### src/rtl/apb_arb_master.sv
// apb_arb_master
//   Two-requester round-robin arbiter in front of a single APB master port.
//   A requester handshake (req_valid/req_ready) is accepted in IDLE, the
//   transfer runs SETUP -> ACCESS on APB, and the result is returned as a
//   one-cycle registered rsp_valid pulse with rdata/err to the owning
//   requester.
//   ACCESS waits at most TIMEOUT cycles for pready. If pready is still low in
//   the last of them, the transfer ends with err=1.
//
// Ports
//   clk, rstn                 : clock, synchronous active-low reset
//   mN_req_valid/mN_req_ready : requester N handshake (N = 0, 1)
//   mN_write/addr/wdata       : requester N transfer attributes
//   mN_rsp_valid/rdata/err    : requester N completion (registered)
//   paddr/pwdata/pwrite/psel/penable/prdata/pready : APB master port
module apb_arb_master #(
    parameter int unsigned TIMEOUT = 16
) (
    input  logic        clk,
    input  logic        rstn,

    input  logic        m0_req_valid,
    output logic        m0_req_ready,
    input  logic        m0_write,
    input  logic [31:0] m0_addr,
    input  logic [31:0] m0_wdata,
    output logic        m0_rsp_valid,
    output logic [31:0] m0_rdata,
    output logic        m0_err,

    input  logic        m1_req_valid,
    output logic        m1_req_ready,
    input  logic        m1_write,
    input  logic [31:0] m1_addr,
    input  logic [31:0] m1_wdata,
    output logic        m1_rsp_valid,
    output logic [31:0] m1_rdata,
    output logic        m1_err,

    output logic [31:0] paddr,
    output logic [31:0] pwdata,
    output logic        pwrite,
    output logic        psel,
    output logic        penable,
    input  logic [31:0] prdata,
    input  logic        pready
);

    // Count value in the final allowed ACCESS cycle.
    localparam logic [7:0] WaitLast = 8'(TIMEOUT - 1);

    typedef enum logic [1:0] {StIdle, StSetup, StAccess} state_e;

    state_e      state_q, state_d;

    logic        last_q;      // id granted most recently
    logic        id_q;        // owner of the transfer in flight
    logic [31:0] paddr_q;
    logic [31:0] pwdata_q;
    logic        pwrite_q;
    logic [7:0]  wait_q;

    logic        m0_rsp_valid_q, m1_rsp_valid_q;
    logic [31:0] m0_rdata_q, m1_rdata_q;
    logic        m0_err_q, m1_err_q;

    logic        grant;
    logic        accept;
    logic        done;
    logic        timeout;

    // Round-robin: a lone requester wins, a tie goes to the one not granted last.
    always_comb begin
        if (m0_req_valid && m1_req_valid) begin
            grant = ~last_q;
        end else begin
            grant = m1_req_valid;
        end
    end

    // Gated by rstn so no handshake completes on a reset edge.
    assign accept  = rstn && (state_q == StIdle) && (m0_req_valid || m1_req_valid);
    assign done    = (state_q == StAccess) && pready;
    assign timeout = (state_q == StAccess) && !pready && (wait_q == WaitLast);

    // State register
    always_ff @(posedge clk) begin
        if (!rstn) begin
            state_q <= StIdle;
        end else begin
            state_q <= state_d;
        end
    end

    // Next-state logic
    always_comb begin
        state_d = state_q;
        unique case (state_q)
            StIdle:   if (accept) state_d = StSetup;
            StSetup:  state_d = StAccess;
            StAccess: if (done || timeout) state_d = StIdle;
            default:  state_d = StIdle;
        endcase
    end

    // FSM outputs
    always_comb begin
        psel         = (state_q != StIdle);
        penable      = (state_q == StAccess);
        m0_req_ready = accept && !grant;
        m1_req_ready = accept && grant;
    end

    // Datapath, wait counter and response registers
    always_ff @(posedge clk) begin
        if (!rstn) begin
            last_q         <= 1'b1;  // m0 wins the first tie
            id_q           <= 1'b0;
            paddr_q        <= '0;
            pwdata_q       <= '0;
            pwrite_q       <= 1'b0;
            wait_q         <= '0;
            m0_rsp_valid_q <= 1'b0;
            m1_rsp_valid_q <= 1'b0;
            m0_rdata_q     <= '0;
            m1_rdata_q     <= '0;
            m0_err_q       <= 1'b0;
            m1_err_q       <= 1'b0;
        end else begin
            if (accept) begin
                id_q     <= grant;
                last_q   <= grant;
                paddr_q  <= grant ? m1_addr  : m0_addr;
                pwdata_q <= grant ? m1_wdata : m0_wdata;
                pwrite_q <= grant ? m1_write : m0_write;
            end

            if (state_q == StSetup) begin
                wait_q <= '0;
            end else if ((state_q == StAccess) && !pready) begin
                wait_q <= wait_q + 8'd1;
            end

            m0_rsp_valid_q <= (done || timeout) && !id_q;
            m1_rsp_valid_q <= (done || timeout) && id_q;

            // rdata/err only change on a completion for that requester.
            if ((done || timeout) && !id_q) begin
                m0_rdata_q <= (done && !pwrite_q) ? prdata : 32'h0;
                m0_err_q   <= timeout;
            end
            if ((done || timeout) && id_q) begin
                m1_rdata_q <= (done && !pwrite_q) ? prdata : 32'h0;
                m1_err_q   <= timeout;
            end
        end
    end

    assign paddr        = paddr_q;
    assign pwdata       = pwdata_q;
    assign pwrite       = pwrite_q;
    assign m0_rsp_valid = m0_rsp_valid_q;
    assign m1_rsp_valid = m1_rsp_valid_q;
    assign m0_rdata     = m0_rdata_q;
    assign m1_rdata     = m1_rdata_q;
    assign m0_err       = m0_err_q;
    assign m1_err       = m1_err_q;

endmodule
### config.mk
export PLATFORM = sky130hd
export DESIGN_NAME = apb_arb_master
export DESIGN_NICKNAME = d
export VERILOG_FILES = /design/src/rtl/apb_arb_master.sv
export SDC_FILE = /design/constraint.sdc
export NUM_CORES = 1
export LEC_CHECK = 0
export BUFFER_PORTS_ARGS = -buffer_cell sky130_fd_sc_hd__buf_2
export CORE_MARGIN = 2
export CORE_UTILIZATION = 45
export CTS_CLUSTER_SIZE = 25
export DETAILED_ROUTE_END_ITERATION = 6
export GPL_TIMING_DRIVEN = 0
export PLACE_DENSITY = 0.89
export SYNTH_ARGS = -nofsm -noshare
export SYNTH_HDL_FRONTEND = slang
export SYNTH_SLANG_ARGS = --single-unit
### constraint.sdc
create_clock -name clk -period 2.55 [get_ports clk]
set_clock_uncertainty 0.15 [all_clocks]
set_input_delay 0.3825 -clock clk [delete_from_list [all_inputs] [get_ports clk]]
set_output_delay 0.3825 -clock clk [all_outputs]
set_load 0.01 [all_outputs]
Word-level counts from Yosys, hierarchy flattened
Cells that the tools add are included.
W data, S select, Z words.
{ "op_classes": {"n_mux": 8, "bitwise": 2, "n_reduce_logical": 21, "addsub": 1, "n_eq_ne": 5} }
{ "op_table": {"columns": ["cell", "count"], "rows": [
  ["$mux W32", 3],
  ["$logic_and A1 B1 Y1", 11],
  ["$add A8 B1 Y8 const B", 1],
  ["$eq A8 B4 Y1 const B", 1],
  ["$pmux W2 S3", 1],
  ["$logic_not A1 Y1", 4],
  ["$mux W2", 2],
  ["$eq A2 B1 Y1 const B", 1],
  ["$eq A2 B2 Y1 const B", 1],
  ["$logic_not A2 Y1", 1],
  ["$logic_or A1 B1 Y1", 2],
  ["$mux W1", 2],
  ["$ne A2 B1 Y1 const B", 1],
  ["$ne A2 B2 Y1 const B", 1],
  ["$not A1 Y1", 2],
  ["$reduce_and A2 Y1", 1],
  ["$reduce_bool A2 Y1", 1],
  ["$reduce_or A2 Y1", 1]
]} }
{ "word_totals": {"register_bits": 145, "word_cells": 50, "out_inout_bits": 137} }

Depth between registers and ports, before layout
Gate-level depths: netlist (run 1).
{ "depth": {"word_depth": 6, "ltp_mapped": 7} }

Worst setup path before layout (run 1)
No wires, ideal clock.
{ "synth_timing": {"path_kind": "register -> register", "startpoint": "register state_q[0]", "endpoint": "register m0_rdata_q[23] (netlist: m0_rdata[23])", "synth_period_minus_slack_ns": 1.906, "setup_ns": 0.116, "arrival_ns": 1.641, "path_buffers": 3, "required_ns": 2.284, "path_stages_with_launch": 7, "setup_slack_ns": 0.644, "path_cell_list": "dfxtp_1 > clkbuf_1 > or3b_4 > o31a_1 > buf_6 > buf_6 > a31o_1"} }
{ "synth_between": {"elab_chain_cells": 5, "elab_cells_between_ends": 8} }
{ "synth_rtl": {"columns": ["element", "line_no", "source"], "rows": [
  ["start, declared", "54", "state_e state_q, state_d;"],
  ["start signal, assigned", "89", "state_q <= StIdle;"],
  ["start signal, assigned", "91", "state_q <= state_d;"],
  ["$eq A2 B2 Y1 *", "83, 84", null],
  ["$logic_and A1 B1 Y1 (2 in series)", "84", "assign timeout = (state_q == StAccess) && !pready && (wait_q == WaitLast);"],
  ["$logic_or A1 B1 Y1", "148", "if ((done || timeout) && !id_q) begin"],
  ["$logic_and A1 B1 Y1", "148", null],
  ["end signal, assigned", "149", "m0_rdata_q <= (done && !pwrite_q) ? prdata : 32'h0;"],
  ["end, declared", "64", "logic [31:0] m0_rdata_q, m1_rdata_q;"]
]} }
Every way passes the cells marked *; elsewhere a longest branch is shown, timed or not.
A chain may end at the register's enable or synchronous reset.

Final worst setup path (run 1)
{ "layout_timing": {"startpoint": "register state_q[1]", "endpoint": "output m1_req_ready"} }
{ "layout_between": {"elab_chain_cells": 4} }
{ "layout_rtl": {"columns": ["element", "line_no", "source"], "rows": [
  ["$logic_not A2 Y1", "82", "assign accept = rstn && (state_q == StIdle) && (m0_req_valid || m1_req_valid);"],
  ["$logic_and A1 B1 Y1 (2 in series)", "82", null],
  ["$logic_and A1 B1 Y1", "111", "m1_req_ready = accept && grant;"],
  ["end, declared", "32", "output logic m1_req_ready,"]
]} }
Every way passes these cells.

==> results of run 1 <==
[timing repair]
item,in CTS,in global routing
resized for setup,5,0
cloned,0,0
pin swaps,0,0
setup endpoints to repair,3,51
[cells in the mapped netlist, types with 2 or more instances]
| master | count |
|---|---|
| a21oi_1 | 7 |
| a221o_1 | 65 |
| a31o_1 | 38 |
| a31o_2 | 26 |
| buf_1 | 10 |
| buf_2 | 6 |
| buf_6 | 5 |
| clkbuf_1 | 71 |
| dfxtp_1 | 145 |
| inv_1 | 6 |
| nand2_1 | 39 |
| nand3_1 | 35 |
| nand3b_1 | 33 |
| nand4_1 | 2 |
| nor2_1 | 5 |
| o211ai_1 | 3 |
| o21ai_0 | 7 |
| o311a_1 | 65 |
| o31ai_1 | 67 |
| or3_1 | 4 |
| or4_1 | 4 |
[logic make-up after synthesis]
family                   synth area share [%]
AO/OA/AOI/OAI                            38.0
flip-flops                               44.4
AND/OR/NAND/NOR                          10.8
buffers and inverters                    6.38
XOR/XNOR                                0.134
adder cells (fa/ha/maj)                 0.192
[cell type report]
cell class | count | area, sq um
Fill cell | 1257 | 5440
Multi-Input combinational cell | 411 | 3220
Sequential cell | 145 | 2900
Timing Repair Buffer | 302 | 1510
Clock buffer | 19 | 443
Buffer | 90 | 388
Tap cell | 184 | 230
Clock inverter | 13 | 206
Inverter | 7 | 26.3
Antenna cell | 1 | 2.50
[power by group through the flow]
stage | Sequential (W) | Clock (W) | Combinational, W
after global routing | 0.00253 | 0.00289 | 0.00105
after detailed placement | 0.00256 | 0 | 0.000971
final | 0.00252 | 0.00275 | 0.000976
after floorplan | 0.00262 | 0 | 0.000450
after CTS | 0.00251 | 0.00277 | 0.000976
after global placement | 0.00255 | 0 | 0.000959
[metal layers]
metal | up-vias | global-route usage, %
met1 | 3448 | 32.7
met3 | 57 | 7.56
met2 | 418 | 49.8
met5 | - | 0
li1 | 3322 | -
met4 | 2 | 12.4
[through the flow]
step	utilization, %	cell area [sq um]	setup slack, ns
6_report	62.1	8930	0.115
3_3_place_gp	57.6	8270	-0.178
5_1_grt	62.1	8930	0.00904
3_5_place_dp	57.6	8270	-0.210
4_1_cts	62.2	8930	0.0109
2_1_floorplan	-	6530	0.644
[placed cells by master, fill, tap and decap left out, types with 2 or more instances in the layout]
cell type / count
nand4_1: 2
o311a_1: 65
clkbuf_1: 67
a31o_1: 38
o21ai_0: 7
clkinv_2: 3
nand2_1: 39
a21oi_1: 7
inv_6: 2
o211ai_1: 3
o31ai_1: 67
or4_1: 4
inv_1: 6
clkbuf_16: 17
nand3b_1: 33
nor2_1: 4
nand3_1: 35
a31o_2: 26
buf_6: 5
a221o_1: 65
or3_1: 4
clkbuf_2: 3
bufinv_16: 5
clkinvlp_4: 2
buf_2: 309
dfxtp_1: 145
buf_1: 9
[worst max-delay path by stage]
stage,cells past startpoint,to,slack (ns),startpoint
after floorplan,6,m0_rdata[23]$_SDFFE_PN0P_,0.64,state_q[0]$_SDFFE_PN0P_
after global routing,6,m1_req_ready,0.009,state_q[1]$_SDFFE_PN0P_
final,6,m1_req_ready,0.11,state_q[1]$_SDFFE_PN0P_
after CTS,6,m1_req_ready,0.01,state_q[0]$_SDFFE_PN0P_
after detailed placement,5,wait_q[5]$_SDFFE_PP0P_,-0.21,rstn
after global placement,5,wait_q[3]$_SDFFE_PP0P_,-0.18,rstn
[flip-flops by register name, indices dropped and copies added, names as in the netlist, 2 cells and up]
| name | cells |
|---|---|
| state_q | 2 |
| m1_rdata | 32 |
| paddr | 32 |
| wait_q | 8 |
| m0_rdata | 32 |
| pwdata | 32 |
==> results.md, run 1 <==
- CTS Buffer Depth: 2
- Cell accounting for the most synthesized area: dfxtp_1
- Pwr Density: 700 mW/mm^2
- Final period util: 95.5%
- Largest net degree at the start of global routing: 17
- Critical Path Most Common Cell: buf_2
- Hold_buf cts: 0
- Port Buffers: 302
- RePlAce Congestion: 0.873
- Vias after detailed routing: 7247
- CP bufs+invs: 4
- Lkg Pwr: 4.27 nW
- Top cells by area, synth: dfxtp_1 44%, a221o_1 10%, o311a_1 10%
- Non-Filler Instances: 1172
- Routed len/inst: 19.8 um
- Seq pwr share: 40.3%
- Sw frac: 26.5%
- First-pass GRT wire length: 35800 um
- CP required: 2.02 ns
- Global-route usage over all layers: 28.5%
- DR WL met3: 1930 um
- Fin Setup TNS: 0 ns
- Flops & latches, synth: 145
- Root buffer cell: clkbuf_16
- Sequential-to-total area share from yosys stat: 44.4%
- Max-slew violations: 0
- Worst-path fanout max: 10
- Number of placed instances, taps included: 1141
- Routed WL: 23200 um
- Number of global-route vias before repair: 6895
- I/O pin count: 304
- Hold WC Path Type: in2reg
- CTS Buf Count: 17
- Relative slew margins: 53.5%
- Achievable frequency: 411 MHz
- HP Start: m1_addr[20]
- Cells after Synth: 655
- Post-synth top area share: 44.4%
- Final setup viols: 0
- Initial antenna violation count: 2
- Setup crit start kind: flip-flop
- Slew @ Worst Pin: 0.698 ns
- Post-synth cell types: 33
- RSZ-0062 raised after global routing: false
- Share of layout cells above drive strength 1: 38.1%
- Ys flop type: dfxtp_1
- Mapped Nets: 823
- FP Rows: 44
- Net switching power figure: 0.00166 W
- CTS tree: yes
- YS warnings: 0
- Final hold violations: 0
- DIE AREA: 0.0155 sq mm
- Post-Syn Area per Cell: 9.97 sq um
- DRC: 0
- CP Capture Type: output pin
- Met2 routed WL: 11600 um
- Core Area: 0.0144 sq mm
- Top delay family on crit path: buffers and inverters
- FF-to-FF Start: state_q[0]$_SDFFE_PN0P_
- # clock sinks: 145
- Worst R2R Path Depth: 5
- Hold Path Depth: 2
- DR iter-0 viols: 615
- Hold slack: 0.0294 ns
- First drt pass iteration count: 5
- R2r setup slk: 0.24 ns
- Logic gate share of total power: 15.6%
- Critical-path top delay cell: dfxtp_1
- Clock share of power: 44.1%
- Total power: 0.00625 W
- GRT overflow: 0
- Asr flop ratio synth: 0%
- Hold endpoint: paddr[20]$_SDFFE_PN0P_
- Post-DRT Antenna Nets: 0
- Peak supply drop: 0.000445 V
- Clock Latency Late Sink: 0.41 ns
- WS Path Type: reg2out
- Max layer used: met5
- Initial Util: 45.5%
- Die Span Y: 124 um
- Maxcap violations: 0
- Fin crit period: 2.44 ns
- M1 WL: 8820 um
- CP peak stage delay: 0.29 ns
- Nets: 1142
- H-Tree Depth: 4
- CP arrival: 1.90 ns
- CP cell instances: buf_2, nor2_2, nand4_1, inv_1, clkbuf_2, buf_2
- # Post-CTS Setup Buffers: 0
- Worst flop-to-flop path endpoint: m1_rdata[10]$_SDFFE_PN0P_
- Number of vias per cell: 6.18
- DP HPWL: 17400 um
- Number of synthesized flops with an enable pin: 0
- Pint: 0.00459 W
- Clk slew on worst S/H paths: 0.06 ns
- Status: finished clean
- Synth-to-Final Area Change: 36.6%
- Mapped Area: 0.00653 sq mm
- Die W: 124 um
Power figures use the tool's default switching activity.
==> run 2: changes to the inputs <==
--- a/config.mk
+++ b/config.mk
@@ -5,13 +5,13 @@
 export SDC_FILE = /design/constraint.sdc
 export NUM_CORES = 1
 export LEC_CHECK = 0
+export ABC_AREA = 1
 export BUFFER_PORTS_ARGS = -buffer_cell sky130_fd_sc_hd__buf_2
-export CORE_MARGIN = 2
 export CORE_UTILIZATION = 45
 export CTS_CLUSTER_SIZE = 25
 export DETAILED_ROUTE_END_ITERATION = 6
 export GPL_TIMING_DRIVEN = 0
-export PLACE_DENSITY = 0.89
+export PLACE_DENSITY = 0.88
 export SYNTH_ARGS = -nofsm -noshare
 export SYNTH_HDL_FRONTEND = slang
 export SYNTH_SLANG_ARGS = --single-unit
==> run 2 against run 1 <==
Compared with the run above: cell count rose by 28%; critical path depth fell by 1; first-iteration DRC count rose by 13%; sequential power fell by 4%.
==> results.md, run 2 <==
- Fin Setup TNS: 0 ns
- Final hold violations: 0
- Diodes inserted: 0
- Share of layout cells above drive strength 1: 30.6%
- Vias after detailed routing: 7712
- Mapped Nets: 1150
- Most common cell after layout, fill and taps aside: nand2_1
- DR iter-0 viols: 695
- Seq pwr share: 42.0%
- Logic gate share of total power: 16.3%
- Hold endpoint: paddr[22]$_SDFFE_PN0P_
- Pwr Density: 650 mW/mm^2
- Worst flop-to-flop path endpoint: pwdata[6]$_SDFFE_PN0P_
- Post-DRT Antenna Nets: 0
- Post-synth top area share: 44.2%
- First drt pass iteration count: 6
- Achievable frequency: 431 MHz
- Hold Path Depth: 5
- Clock Latency Late Sink: 0.42 ns
- Core Area: 0.0140 sq mm
- Initial Util: 46.8%
- Post-synth cell types: 24
- Number of global-route vias before repair: 7024
- CP required: 2.02 ns
- Cells after Synth: 982
- H-Tree Depth: 4
- CTS Buffer Depth: 2
- Flops & latches, synth: 145
- YS warnings: 0
- Commonest non-fill, non-tap cells in the layout: 448 x nand2_1, 326 x buf_2, 145 x dfxtp_1, 117 x a21oi_1
- # Post-CTS Setup Buffers: 0
- Hold WC Path Type: in2reg
- Number of vias per cell: 5.16
- Total power: 0.00577 W
- Routed len/inst: 14.2 um
- Root buffer cell: clkbuf_16
- Mapped Area: 0.00657 sq mm
- R2r setup slk: 0.58 ns
- Asr flop ratio synth: 0%
- DIE AREA: 0.0151 sq mm
- Nets: 1470
- Hold_buf cts: 0
- Post-synth top cells: 448 x nand2_1, 145 x dfxtp_1, 117 x a21oi_1
- Post-Syn Area per Cell: 6.69 sq um
- CTS Buf Count: 17
- FP Rows: 43
- Die W: 123 um
- WS Path Type: reg2out
- Status: finished clean
- Hold slack: 0.140 ns
- Most frequent cell after synthesis: nand2_1
- DRC: 0
- CP arrival: 1.79 ns
- Fin crit period: 2.32 ns
- # clock sinks: 145
- RSZ-0062 raised after global routing: false
- HP Start: m1_addr[22]
- CP Capture Type: output pin
- Sequential-to-total area share from yosys stat: 44.2%
- Relative slew margins: 55.4%
- Lkg Pwr: 4.45 nW
- PostCTS Resize Cnt: 0
- Fillers: 1232
- Final setup viols: 0
- DP HPWL: 16100 um
- I/O pin count: 304
- RePlAce Congestion: 0.983
- Setup crit start kind: flip-flop
- Top cells by area, synth: dfxtp_1 44%, nand2_1 26%, a21oi_1 8.9%
- Routed WL: 21200 um
- Clock share of power: 41.7%
- Net switching power figure: 0.00163 W
- GRT overflow: 0
- Worst-path fanout max: 10
- FF-to-FF Start: state_q[0]$_SDFFE_PN0P_
- Number of synthesized flops with an enable pin: 0
- First-pass GRT wire length: 33100 um
- Port Buffers: 302
- Slew @ Worst Pin: 0.669 ns
- Synth-to-Final Area Change: 35.1%
- Ys flop type: dfxtp_1
- Sw frac: 28.2%
- Maxcap violations: 0
- CTS tree: yes
- Largest net degree at the start of global routing: 17
- Initial antenna violation count: 0
- Cell accounting for the most synthesized area: dfxtp_1
- Die Span Y: 123 um
- Global-route usage over all layers: 28.3%
- Max-slew violations: 0
- Worst R2R Path Depth: 8
- Peak supply drop: 0.000495 V
- Clk slew on worst S/H paths: 0.06 ns
- Pint: 0.00415 W
- Final period util: 91.1%
-- run 2: changes by cell type in the layout (fill, tap and decap cells not counted), sizes merged, moves of 33 or more --
cell	change
nand3b	-33
nand2	+411
o311a	-65
a221o	-65
a31o	-64
nor2	+72
a21oi	+130
o31ai	-67
clkbuf	-44
nand3	+39
-- run 2: layout make-up --
cell class              instances  area [sq um]  area share (%)
clock inverters                11           105            1.18
flip-flops and latches        145          2900            32.7
plain buffers                  73           409            4.61
clock buffers                  21           470            5.30
well taps                     180           225            2.54
repair buffers                302          1510            17.0
inverters                      15          56.3           0.634
multi-input cells             748          3200            36.0
-- run 2: worst max path at each step --
stage | cells after the start | startpoint | end
after floorplan | 6 | rstn | m0_req_ready
final | 5 | last_q$_SDFFE_PN1P_ | m1_req_ready
after CTS | 7 | state_q[1]$_SDFFE_PN0P_ | m0_req_ready
after global routing | 5 | last_q$_SDFFE_PN1P_ | m1_req_ready
after global placement | 7 | rstn | m0_req_ready
after detailed placement | 7 | rstn | m0_req_ready
-- run 2: logic make-up after synthesis --
family                     count (synthesis)  synth area share (%)
xor gates and xnor gates                   1                 0.133
DFF                                      145                  44.2
buffers and inverters                     89                  7.14
adders and majority gates                  1                 0.190
and+or+nand+nor                          605                  36.5
AOI/OAI and AO/OA                        141                  11.9
-- run 2: stage by stage --
| step | util, % | std cells | instance area, sq um | worst slack (ns) |
|---|---|---|---|---|
| global placement | 59.1 | 1464 | 8310 | 0.350 |
| finish | 63.2 | 1495 | 8880 | 0.228 |
| detailed placement | 59.1 | 1464 | 8310 | 0.350 |
| CTS | 63.2 | 1496 | 8880 | 0.108 |
| global route | 63.2 | 1495 | 8880 | 0.0863 |
| floorplan | - | 982 | 6570 | 0.786 |
-- run 2: power by group through the flow --
stage	registers, W	logic, W	clock network, W
floorplan	0.00252	0.000491	0
global placement	0.00247	0.000918	0
detailed placement	0.00247	0.000930	0
CTS	0.00242	0.000936	0.00243
global route	0.00243	0.00104	0.00253
finish	0.00242	0.000941	0.00241
-- run 2: layer usage --
metal / up-vias / part of all wire, % / track usage [%]
met2: 407 / 47 / 47.5
met5: - / 0 / 0
met1: 3471 / 39 / 32.5
met3: 66 / 10 / 8.78
met4: 0 / 3.5 / 13.8
li1: 3768 / - / -
-- run 2: critical path, cell delays in order, from the launching register on --
cell and delay [ns]:
dfxtp_1 0.34, nand2_1 0.06, nand2_1 0.11, clkbuf_1 0.54, nor2_1 0.14, buf_2 0.18
